==> src/rtl/fifo_sync_ctrl_pkg.sv <==
// Shared defaults and sizing helper for the synchronous FIFO slice.
package fifo_sync_ctrl_pkg;

  localparam int DEF_WIDTH    = 8;
  localparam int DEF_DEPTH    = 8;
  localparam int DEF_AF_LEVEL = 6;
  localparam int DEF_AE_LEVEL = 2;

  // Pointer/count width: one extra bit beyond the index so that
  // full and empty can be told apart (wrap bit / occupancy DEPTH).
  function automatic int ptr_w(input int depth);
    return $clog2(depth) + 1;
  endfunction

endpackage

==> src/rtl/fifo_sync_ctrl_if.sv <==
// Producer/consumer port bundle of the FIFO.
//
// Handshake: wr_en and rd_en are requests, not valid/ready pairs. A write
// is taken on the clock edge when wr_en is high and there is room (or a
// read frees a slot on the same edge); a read is taken when rd_en is high
// and the FIFO is not empty. Rejected requests are not retried by the FIFO,
// they only raise the sticky overflow/underflow flags. Popped data appears
// on rd_data one cycle after the accepted read, qualified by rd_valid.
interface fifo_sync_ctrl_if
  import fifo_sync_ctrl_pkg::*;
#(
  parameter int WIDTH = DEF_WIDTH,
  parameter int DEPTH = DEF_DEPTH
);

  localparam int CW = ptr_w(DEPTH);

  logic             wr_en;
  logic [WIDTH-1:0] wr_data;
  logic             rd_en;
  logic [WIDTH-1:0] rd_data;
  logic             rd_valid;
  logic             full;
  logic             empty;
  logic             almost_full;
  logic             almost_empty;
  logic [CW-1:0]    count;
  logic             overflow;
  logic             underflow;

  // Producer/consumer side (the bench or upstream logic).
  modport master (
    output wr_en, wr_data, rd_en,
    input  rd_data, rd_valid, full, empty, almost_full, almost_empty,
           count, overflow, underflow
  );

  // FIFO side.
  modport slave (
    input  wr_en, wr_data, rd_en,
    output rd_data, rd_valid, full, empty, almost_full, almost_empty,
           count, overflow, underflow
  );

endinterface

==> src/rtl/fifo_sync_ctrl_ptr.sv <==
// Wrap-bit pointer register with asynchronous active-low clear.
module fifo_sync_ctrl_ptr
  import fifo_sync_ctrl_pkg::*;
#(
  parameter int PW = ptr_w(DEF_DEPTH)
) (
  input  logic          clk,
  input  logic          clr,
  input  logic          inc,
  output logic [PW-1:0] ptr
);

  localparam logic [PW-1:0] PTR_ONE = PW'(1);

  // Advance by one on each accepted access; wraps modulo 2*DEPTH naturally.
  always_ff @(posedge clk or negedge clr) begin
    if (!clr) begin
      ptr <= '0;
    end else if (inc) begin
      ptr <= ptr + PTR_ONE;
    end
  end

endmodule

==> src/rtl/fifo_sync_ctrl.sv <==
// Synchronous register-file FIFO with occupancy count and status flags.
module fifo_sync_ctrl
  import fifo_sync_ctrl_pkg::*;
#(
  parameter int WIDTH    = DEF_WIDTH,
  parameter int DEPTH    = DEF_DEPTH,
  parameter int AF_LEVEL = DEF_AF_LEVEL,
  parameter int AE_LEVEL = DEF_AE_LEVEL
) (
  input  logic             clk,
  input  logic             clr,
  fifo_sync_ctrl_if.slave  bus
);

  localparam int AW = $clog2(DEPTH);
  localparam int CW = AW + 1;

  localparam logic [CW-1:0] CNT_ONE = CW'(1);
  localparam logic [CW-1:0] AF_L    = CW'(AF_LEVEL);
  localparam logic [CW-1:0] AE_L    = CW'(AE_LEVEL);

  logic [WIDTH-1:0] mem [DEPTH];

  logic [CW-1:0]    wr_ptr;
  logic [CW-1:0]    rd_ptr;
  logic [CW-1:0]    count_q;
  logic [CW-1:0]    count_d;
  logic [WIDTH-1:0] rd_data_q;
  logic             rd_valid_q;
  logic             overflow_q;
  logic             underflow_q;

  logic             empty;
  logic             full;
  logic             wr_acc;
  logic             rd_acc;

  fifo_sync_ctrl_ptr #(.PW(CW)) u_wr_ptr (
    .clk (clk),
    .clr (clr),
    .inc (wr_acc),
    .ptr (wr_ptr)
  );

  fifo_sync_ctrl_ptr #(.PW(CW)) u_rd_ptr (
    .clk (clk),
    .clr (clr),
    .inc (rd_acc),
    .ptr (rd_ptr)
  );

  // Status from the pointers and accept decisions. A write into a full
  // FIFO is still taken when a read frees the slot on the same edge; an
  // empty FIFO never bypasses write data to the read side.
  always_comb begin
    empty  = (wr_ptr == rd_ptr);
    full   = (wr_ptr[AW] != rd_ptr[AW]) && (wr_ptr[AW-1:0] == rd_ptr[AW-1:0]);
    rd_acc = bus.rd_en && !empty;
    wr_acc = bus.wr_en && (!full || rd_acc);
  end

  // Next occupancy: +1 on write only, -1 on read only, else unchanged.
  always_comb begin
    count_d = count_q;
    case ({wr_acc, rd_acc})
      2'b10:   count_d = count_q + CNT_ONE;
      2'b01:   count_d = count_q - CNT_ONE;
      default: count_d = count_q;
    endcase
  end

  // Storage is deliberately not reset; only accepted writes touch it.
  always_ff @(posedge clk) begin
    if (wr_acc) begin
      mem[wr_ptr[AW-1:0]] <= bus.wr_data;
    end
  end

  // Registered read port, count and sticky error flags.
  always_ff @(posedge clk or negedge clr) begin
    if (!clr) begin
      count_q     <= '0;
      rd_data_q   <= '0;
      rd_valid_q  <= 1'b0;
      overflow_q  <= 1'b0;
      underflow_q <= 1'b0;
    end else begin
      count_q    <= count_d;
      rd_valid_q <= rd_acc;
      if (rd_acc) begin
        rd_data_q <= mem[rd_ptr[AW-1:0]];
      end
      if (bus.wr_en && !wr_acc) begin
        overflow_q <= 1'b1;
      end
      if (bus.rd_en && empty) begin
        underflow_q <= 1'b1;
      end
    end
  end

  // Drive the bundle outputs.
  always_comb begin
    bus.rd_data      = rd_data_q;
    bus.rd_valid     = rd_valid_q;
    bus.full         = full;
    bus.empty        = empty;
    bus.almost_full  = (count_q >= AF_L);
    bus.almost_empty = (count_q <= AE_L);
    bus.count        = count_q;
    bus.overflow     = overflow_q;
    bus.underflow    = underflow_q;
  end

endmodule

==> src/flat_wrapper.sv <==
// flat-port wrapper written by rule: the top's interface ports become plain ports
module fifo_sync_ctrl_flat import fifo_sync_ctrl_pkg::*;
#(
  parameter int WIDTH    = DEF_WIDTH,
  parameter int DEPTH    = DEF_DEPTH,
  parameter int AF_LEVEL = DEF_AF_LEVEL,
  parameter int AE_LEVEL = DEF_AE_LEVEL
)
  (clk, clr, bus_wr_en, bus_wr_data, bus_rd_en, bus_rd_data, bus_rd_valid, bus_full, bus_empty, bus_almost_full, bus_almost_empty, bus_count, bus_overflow, bus_underflow);
  fifo_sync_ctrl_if #(.WIDTH(WIDTH), .DEPTH(DEPTH)) bus_i ();
  input  logic clk;
  input  logic clr;
  input wire logic [$bits(bus_i.wr_en)-1:0] bus_wr_en;
  input wire logic [$bits(bus_i.wr_data)-1:0] bus_wr_data;
  input wire logic [$bits(bus_i.rd_en)-1:0] bus_rd_en;
  output wire logic [$bits(bus_i.rd_data)-1:0] bus_rd_data;
  output wire logic [$bits(bus_i.rd_valid)-1:0] bus_rd_valid;
  output wire logic [$bits(bus_i.full)-1:0] bus_full;
  output wire logic [$bits(bus_i.empty)-1:0] bus_empty;
  output wire logic [$bits(bus_i.almost_full)-1:0] bus_almost_full;
  output wire logic [$bits(bus_i.almost_empty)-1:0] bus_almost_empty;
  output wire logic [$bits(bus_i.count)-1:0] bus_count;
  output wire logic [$bits(bus_i.overflow)-1:0] bus_overflow;
  output wire logic [$bits(bus_i.underflow)-1:0] bus_underflow;
  assign bus_i.wr_en = bus_wr_en;
  assign bus_i.wr_data = bus_wr_data;
  assign bus_i.rd_en = bus_rd_en;
  assign bus_rd_data = bus_i.rd_data;
  assign bus_rd_valid = bus_i.rd_valid;
  assign bus_full = bus_i.full;
  assign bus_empty = bus_i.empty;
  assign bus_almost_full = bus_i.almost_full;
  assign bus_almost_empty = bus_i.almost_empty;
  assign bus_count = bus_i.count;
  assign bus_overflow = bus_i.overflow;
  assign bus_underflow = bus_i.underflow;
  fifo_sync_ctrl #(.WIDTH(WIDTH), .DEPTH(DEPTH), .AF_LEVEL(AF_LEVEL), .AE_LEVEL(AE_LEVEL)) u_core (.clk(clk), .clr(clr), .bus(bus_i));
endmodule
==> config.mk <==
export PLATFORM = sky130hd
export DESIGN_NAME = fifo_sync_ctrl_flat
export DESIGN_NICKNAME = d
export VERILOG_FILES = /design/src/rtl/fifo_sync_ctrl_pkg.sv /design/src/rtl/fifo_sync_ctrl_if.sv /design/src/rtl/fifo_sync_ctrl_ptr.sv /design/src/rtl/fifo_sync_ctrl.sv /design/src/flat_wrapper.sv
export SDC_FILE = /design/constraint.sdc
export NUM_CORES = 1
export LEC_CHECK = 0
export ABC_CLOCK_PERIOD_IN_PS = 2500
export CAP_MARGIN = 20
export CORE_MARGIN = 2
export CORE_UTILIZATION = 52
export CTS_BUF_LIST = sky130_fd_sc_hd__clkbuf_8
export CTS_CLUSTER_SIZE = 16
export DETAILED_ROUTE_END_ITERATION = 16
export PLACE_DENSITY_LB_ADDON = 0.12
export REMOVE_ABC_BUFFERS = 1
export SLEW_MARGIN = 20
export SYNTH_ARGS = -nofsm -noshare
export SYNTH_HDL_FRONTEND = slang
export SYNTH_HIERARCHICAL = 1
export SYNTH_SLANG_ARGS = --single-unit
==> constraint.sdc <==
create_clock -name clk -period 2.5 [get_ports clk]
set_input_delay 0.25 -clock clk [delete_from_list [all_inputs] [get_ports clk]]
set_output_delay 0.25 -clock clk [all_outputs]
set_load 0.02 [all_outputs]
==> run_results.csv, run 1 <==
group,metric,value,unit
run_status,run_status,"finished clean",
power_and_ir_drop,ir_drop,0.000577,V
setup_path,cp-end-kind,"register",
setup_path,start_kind,"register",
final_layout,fin_area,0.00455,mm^2
cts,clock_sinks,87,
final_layout,stdcell_count,389,
sta,hold_viol,0,
grt,grt_pass1_vias,2115,
grt,track_usage,19.5,%
grt,grt_max_degree,24,
grt,antenna_found_initial,0,
setup_path,rrSetupSlack,0.15,ns
place,placed_area,0.00430,mm^2
setup_path,critPathRequiredTime,2.75,ns
detailed_routing,routedWlPerCell,18.3,um
die,fp-row-count,31,
place,gp_congestion,0.761,
die,die_y,89.4,um
detailed_routing,vias,2151,
place,port_buffers,30,
final_layout,layout-drive-gt1-share,24.5,%
cts,cts_buffers,9,
setup_path,crit_start,"u_core/u_rd_ptr/ptr[3]$_DFFE_PN0P_",
detailed_routing,routed_wl,7120,um
logic_synthesis,synth-edff-count,64,
final_layout,antenna_cells,0,
sta,fin_crit,2.35,ns
final_layout,final_cell_mix,"edfxtp_1 (64), clkdlybuf4s50_1 (29), dfrtp_1 (23)",
power_and_ir_drop,p_per_area,1260,mW/mm^2
detailed_routing,drtAntennaViolNets,0,
min_path,min_path_type,"in -> async",
cts,insertion_delay,0.35,ns
sta,tightest_slew,0.964,ns
logic_synthesis,yosysSeqAreaShare,65.9,%
logic_synthesis,synthCells,233,
sta,max_freq,425,MHz
power_and_ir_drop,power.leakage,0.00163,uW
sta,slew_viol_final,0,
detailed_routing,dr.first_iter.drc_count,147,
die,ioPinCount,31,
logic_synthesis,ys_types,40,
cts,ctsLongestPathBuffers,2,
logic_synthesis,avgSynthCellArea,16.3,um^2
sta,fin_worst_skew,0.0111,ns
cts,cts_tree,"done",
die,die_w,89.4,um
sta,setup_viol,0,
cts,h-tree-depth,3,
die,core,0.00718,mm^2
place,dp_hpwl,4590,um
setup_path,rr_worst_depth,7,
cts,clockRootBuffer,"clkbuf_8",
final_layout,syn2layout_area_growth,20.0,%
sta,grt_setup_unrepaired,"false",
logic_synthesis,netlist_area,0.00379,mm^2
detailed_routing,wl_met1,3020,um
setup_path,rr_startpoint,"u_core/u_rd_ptr/ptr[3]$_DFFE_PN0P_",
setup_path,critical_path_class,"reg -> reg",
detailed_routing,wl_met2,3720,um
run,maxCapViolCount,0,
final_layout,nets,302,
final_layout,mostFrequentLayoutCell,"edfxtp_1",
place,dp_cells,373,
setup_path,r2r-end,"u_core/bus.count[2]$_DFFE_PN0P_",
detailed_routing,drc,0,
logic_synthesis,yosys_warnings,6,
die,start_util,52.9,%
grt,grt_pass1_wl,11000,um
detailed_routing,first_pass_iters,5,
logic_synthesis,ys.flop_type,"edfxtp_1",
setup_path,cp_max_fo,3,
cts,path_clk_slew,0.09,ns
logic_synthesis,synth.ff_latch_count,87,
sta,maxSlewHeadroom,35.5,%
grt,grt-ovfl-total,0,
final_layout,utilization,63.4,%
detailed_routing,viasPerCell,5.53,
setup_path,crit_path_end,"u_core/bus.count[2]$_DFFE_PN0P_",
setup_path,cp_data_arrival_time,2.61,ns
detailed_routing,wl_met3,300,um
die,die_area,0.00799,mm^2
logic_synthesis,ys_async_sr_fraction,26.4,%
detailed_routing,top_layer,"met4",
sta,timing.final.crit_share,94.1,%
[cell families (layout without fill, tap and decap cells)]
kind of cell	after synthesis	after routing	synth area share, %
AND/OR/NAND/NOR	47	47	6.14
AO/OA/AOI/OAI	33	33	6.30
adder cells (fa/ha/maj)	5	5	1.85
flip-flops	87	87	65.9
XOR/XNOR	17	17	4.72
buffers and inverters	17	74	2.64
multiplexers	27	27	12.5
[worst min-delay path by stage]
stage,startpoint,to,cells after the start
after CTS,clr,u_core/bus.rd_data[0]$_DFFE_PN0P_,2
after detailed placement,u_core/bus.overflow$_DFFE_PN0P_,u_core/bus.overflow$_DFFE_PN0P_,1
after global routing,clr,u_core/bus.rd_data[0]$_DFFE_PN0P_,2
after global placement,u_core/bus.underflow$_DFFE_PN0P_,u_core/bus.underflow$_DFFE_PN0P_,1
final,clr,u_core/bus.rd_data[0]$_DFFE_PN0P_,2
after floorplan,clr,u_core/bus.count[0]$_DFFE_PN0P_,0
[state kept, by name, summed over array words and instances (netlist names)]
| signal | cells |
|---|---|
| u_core/mem | 64 |
| u_core/bus.rd_data | 8 |
| u_core/bus.count | 4 |
| u_core/u_rd_ptr/ptr | 4 |
| u_core/u_wr_ptr/ptr | 4 |
| u_core/bus.overflow | 1 |
| u_core/bus.rd_valid | 1 |
| u_core/bus.underflow | 1 |
[cells in the mapped netlist, types with 3 or more instances]
library cell / number / area [um^2]
ha_1: 4 / 50.1
xor2_1: 3 / 26.3
nor3_1: 5 / 25.0
clkbuf_1: 4 / 15.0
mux2i_1: 8 / 80.1
mux4_2: 16 / 360
buf_6: 4 / 45.0
dfrtp_1: 23 / 576
inv_1: 6 / 22.5
nand3_1: 5 / 25.0
o21ai_0: 14 / 70.1
edfxtp_1: 64 / 1920
xor2_2: 4 / 65.1
xnor2_1: 10 / 87.6
mux2_2: 3 / 33.8
nand2_1: 18 / 67.6
nor2_1: 10 / 37.5
[power breakdown]
group          switching (uW)  internal [uW]  leakage (uW)  total [uW]
clock                     511            472     0.0000994         983
combinational            1390           1240      0.000681        2630
sequential                215           1910      0.000852        2130
total                    2120           3620       0.00163        5740
[layout make-up]
cell class | count | area (um^2)
Clock buffer | 9 | 124
Clock inverter | 7 | 78.8
Fill cell | 531 | 2630
Inverter | 6 | 22.5
Multi-Input combinational cell | 129 | 1240
Sequential cell | 87 | 2500
Tap cell | 99 | 124
Timing Repair Buffer | 52 | 468
[timing repair]
item / in CTS / in global routing
setup buffers: 0 / 0
resized for setup: 3 / 6
pin swaps: 0 / 2
hold buffers: 0 / 0
endpoints found under the setup margin: 1 / 33
cloned: 0 / 0
[worst max-delay path, cell delays in order, from the launching register on]
cell and delay, ns:
dfrtp_1 0.45, xor2_2 0.35, o41ai_4 0.12, or2_4 0.27
fa_1 0.37, xor2_1 0.18, a311o_1 0.36, a22oi_1 0.17
[per-layer routing]
layer / GRT usage, % / up-vias
li1: - / 995
met1: 26.2 / 1098
met2: 31.6 / 50
met3: 3.60 / 8
met4: 8.14 / 0
met5: 0 / -
[metrics by stage]
step | power (uW) | setup TNS [ns] | hold slack, ns | setup slack, ns
3_5_place_dp | 4740 | 0 | 0.447 | 0.0522
4_1_cts | 5730 | 0 | 0.265 | 0.0114
3_3_place_gp | 4680 | 0 | 0.445 | 0.0700
6_report | 5740 | 0 | 0.266 | 0.148
5_1_grt | 6080 | 0 | 0.293 | 0.0171
2_1_floorplan | 3730 | -4.19 | -0.0456 | -0.841
(Power assumes the default switching activity.)
==> inputs of run 2 (changes only) <==
SLEW_MARGIN = default   (was 20)
==> results of run 2 <==
Final layout, timing and power as in run 1 (identical DEF).
==> inputs of run 3 (changes only) <==
DONT_BUFFER_PORTS = 1   (was default)
==> run_results.csv, run 3 (synthesis gave the netlist of run 1 again) <==
group,metric,value,unit
run_status,run_status,"finished clean",
die,fp-row-count,31,
cts,h-tree-depth,3,
sta,timing.final.crit_share,99.3,%
die,die_w,89.4,um
detailed_routing,top_layer,"met4",
sta,fin_crit,2.48,ns
setup_path,critical_path.top_delay_family,"simple AND/OR/NAND/NOR gates",
die,ioPinCount,31,
grt,grt_max_degree,27,
detailed_routing,routed_wl,7390,um
detailed_routing,wl_met1,3210,um
setup_path,critPathRequiredTime,2.46,ns
final_layout,mostFrequentLayoutCell,"edfxtp_1",
cts,clock_sinks,87,
grt,grt_pass1_vias,2146,
final_layout,largest_register_ffs,64,
setup_path,cp_data_arrival_time,2.45,ns
place,gp_congestion,0.844,
final_layout,fin_area,0.00435,mm^2
cts,cts_tree,"done",
cts,cts_buffers,9,
sta,max_freq,403,MHz
sta,setup_viol,0,
power_and_ir_drop,power.leakage,0.00153,uW
setup_path,cpMaxStageDelayCell,"nor2_1",
place,dp_cells,335,
place,placed_area,0.00394,mm^2
final_layout,syn2layout_area_growth,14.7,%
die,core,0.00718,mm^2
sta,slew_viol_final,0,
setup_path,start_kind,"register",
detailed_routing,viasPerCell,5.74,
detailed_routing,dr.first_iter.drc_count,133,
die,die_y,89.4,um
place,port_buffers,0,
die,die_area,0.00799,mm^2
sta,grt_setup_unrepaired,"true",
grt,antenna_found_initial,0,
setup_path,critical_path_class,"reg -> reg",
sta,whs,0.0172,ns
run,maxCapViolCount,0,
setup_path,rrSetupSlack,0.02,ns
detailed_routing,first_pass_iters,4,
cts,path_clk_slew,0.09,ns
power_and_ir_drop,p_per_area,1280,mW/mm^2
die,start_util,52.9,%
final_layout,final_cell_mix,"edfxtp_1 (64), dfrtp_1 (23), nand2_1 (17)",
sta,hold_viol,0,
sta,fin_worst_skew,0.00736,ns
min_path,min_path_type,"in -> reg",
final_layout,nets,275,
detailed_routing,wl_met2,3790,um
setup_path,critical_path.cell_chain,"buf_4 > xnor2_1 > nand3_1 > o31ai_1 > nor2_1",
cts,insertion_delay,0.34,ns
grt,track_usage,19.6,%
setup_path,slowest_delay,0.87,ns
final_layout,utilization,60.6,%
detailed_routing,drc,0,
detailed_routing,drtAntennaViolNets,0,
setup_path,cp-end-kind,"register",
final_layout,stdcell_count,362,
detailed_routing,routedWlPerCell,20.4,um
final_layout,layout-drive-gt1-share,25.9,%
setup_path,cp_max_fo,20,
detailed_routing,vias,2077,
detailed_routing,wl_met3,312,um
place,dp_hpwl,4560,um
sta,setup-tns-final,0,ns
sta,tightest_slew,1.10,ns
grt,grt-ovfl-total,0,
sta,maxSlewHeadroom,26.6,%
final_layout,fillCellCount,560,
power_and_ir_drop,ir_drop,0.000532,V
final_layout,antenna_cells,0,
setup_path,cp_num_buf_inv,1,
cts,ctsLongestPathBuffers,2,
grt,grt_pass1_wl,11000,um
cts,clockRootBuffer,"clkbuf_8",
-- run 3: cell count changes in the layout (fill, tap and decap cells not counted), moves of 2 or more --
cell             previous run  this run
dlygate4sd3_1               0         9
buf_4                      21        15
clkdlybuf4s50_1            29         0
inv_6                       1         3
-- run 3: repair_timing --
action                                  4_1_cts  5_1_grt
buffers inserted                              0        1
hold endpoints to repair                     87        0
gates cloned                                  0        0
resized for setup                             1        9
endpoints found under the setup margin        5       36
pin swaps                                     0        3
hold buffers                                  9        0
-- run 3: per-layer routing --
| layer | vias to the layer above | track usage (%) |
|---|---|---|
| met5 | - | 0 |
| met1 | 1069 | 25.2 |
| met2 | 56 | 33.3 |
| li1 | 943 | - |
| met3 | 9 | 4.06 |
| met4 | 0 | 6.65 |
-- run 3: stage by stage --
| step | total power (uW) | worst slack (ns) |
|---|---|---|
| floorplan | 3730 | -0.841 |
| global placement | 4260 | 0.100 |
| detailed placement | 4350 | -0.00128 |
| CTS | 5470 | 0.0185 |
| global route | 5840 | -0.0490 |
| finish | 5550 | 0.0175 |
-- run 3: layout make-up --
class | instances | area, um^2 | share of cell area (%)
clock inverters | 7 | 103 | 2.36
flip-flops and latches | 87 | 2500 | 57.4
multi-input cells | 129 | 1250 | 28.7
clock buffers | 9 | 124 | 2.85
repair buffers | 25 | 230 | 5.29
inverters | 6 | 22.5 | 0.518
well taps | 99 | 124 | 2.85
-- run 3: report_power, final --
group	total, uW	internal (uW)	leakage [uW]	switching (uW)
Clock	1090	575	0.000111	518
Sequential	2300	1910	0.000852	390
Combinational	2150	947	0.000572	1210
Total	5550	3430	0.00153	2110
-- run 3: path summary, 6_finish.rpt --
path / start / end / depth (start not counted)
worst max-delay path: u_core/u_rd_ptr/ptr[1]$_DFFE_PN0P_ / u_core/mem[7][5]$_DFFE_PP_ / 5
worst min-delay path: bus_rd_en / u_core/bus.underflow$_DFFE_PN0P_ / 1
worst max register to register: u_core/u_rd_ptr/ptr[1]$_DFFE_PN0P_ / u_core/mem[7][5]$_DFFE_PP_ / 5
worst min register to register: u_core/bus.underflow$_DFFE_PN0P_ / u_core/bus.underflow$_DFFE_PN0P_ / 1
max in group asynchronous: clr / u_core/bus.rd_data[5]$_DFFE_PN0P_ / 2
min in group asynchronous: clr / u_core/bus.rd_data[0]$_DFFE_PN0P_ / 1
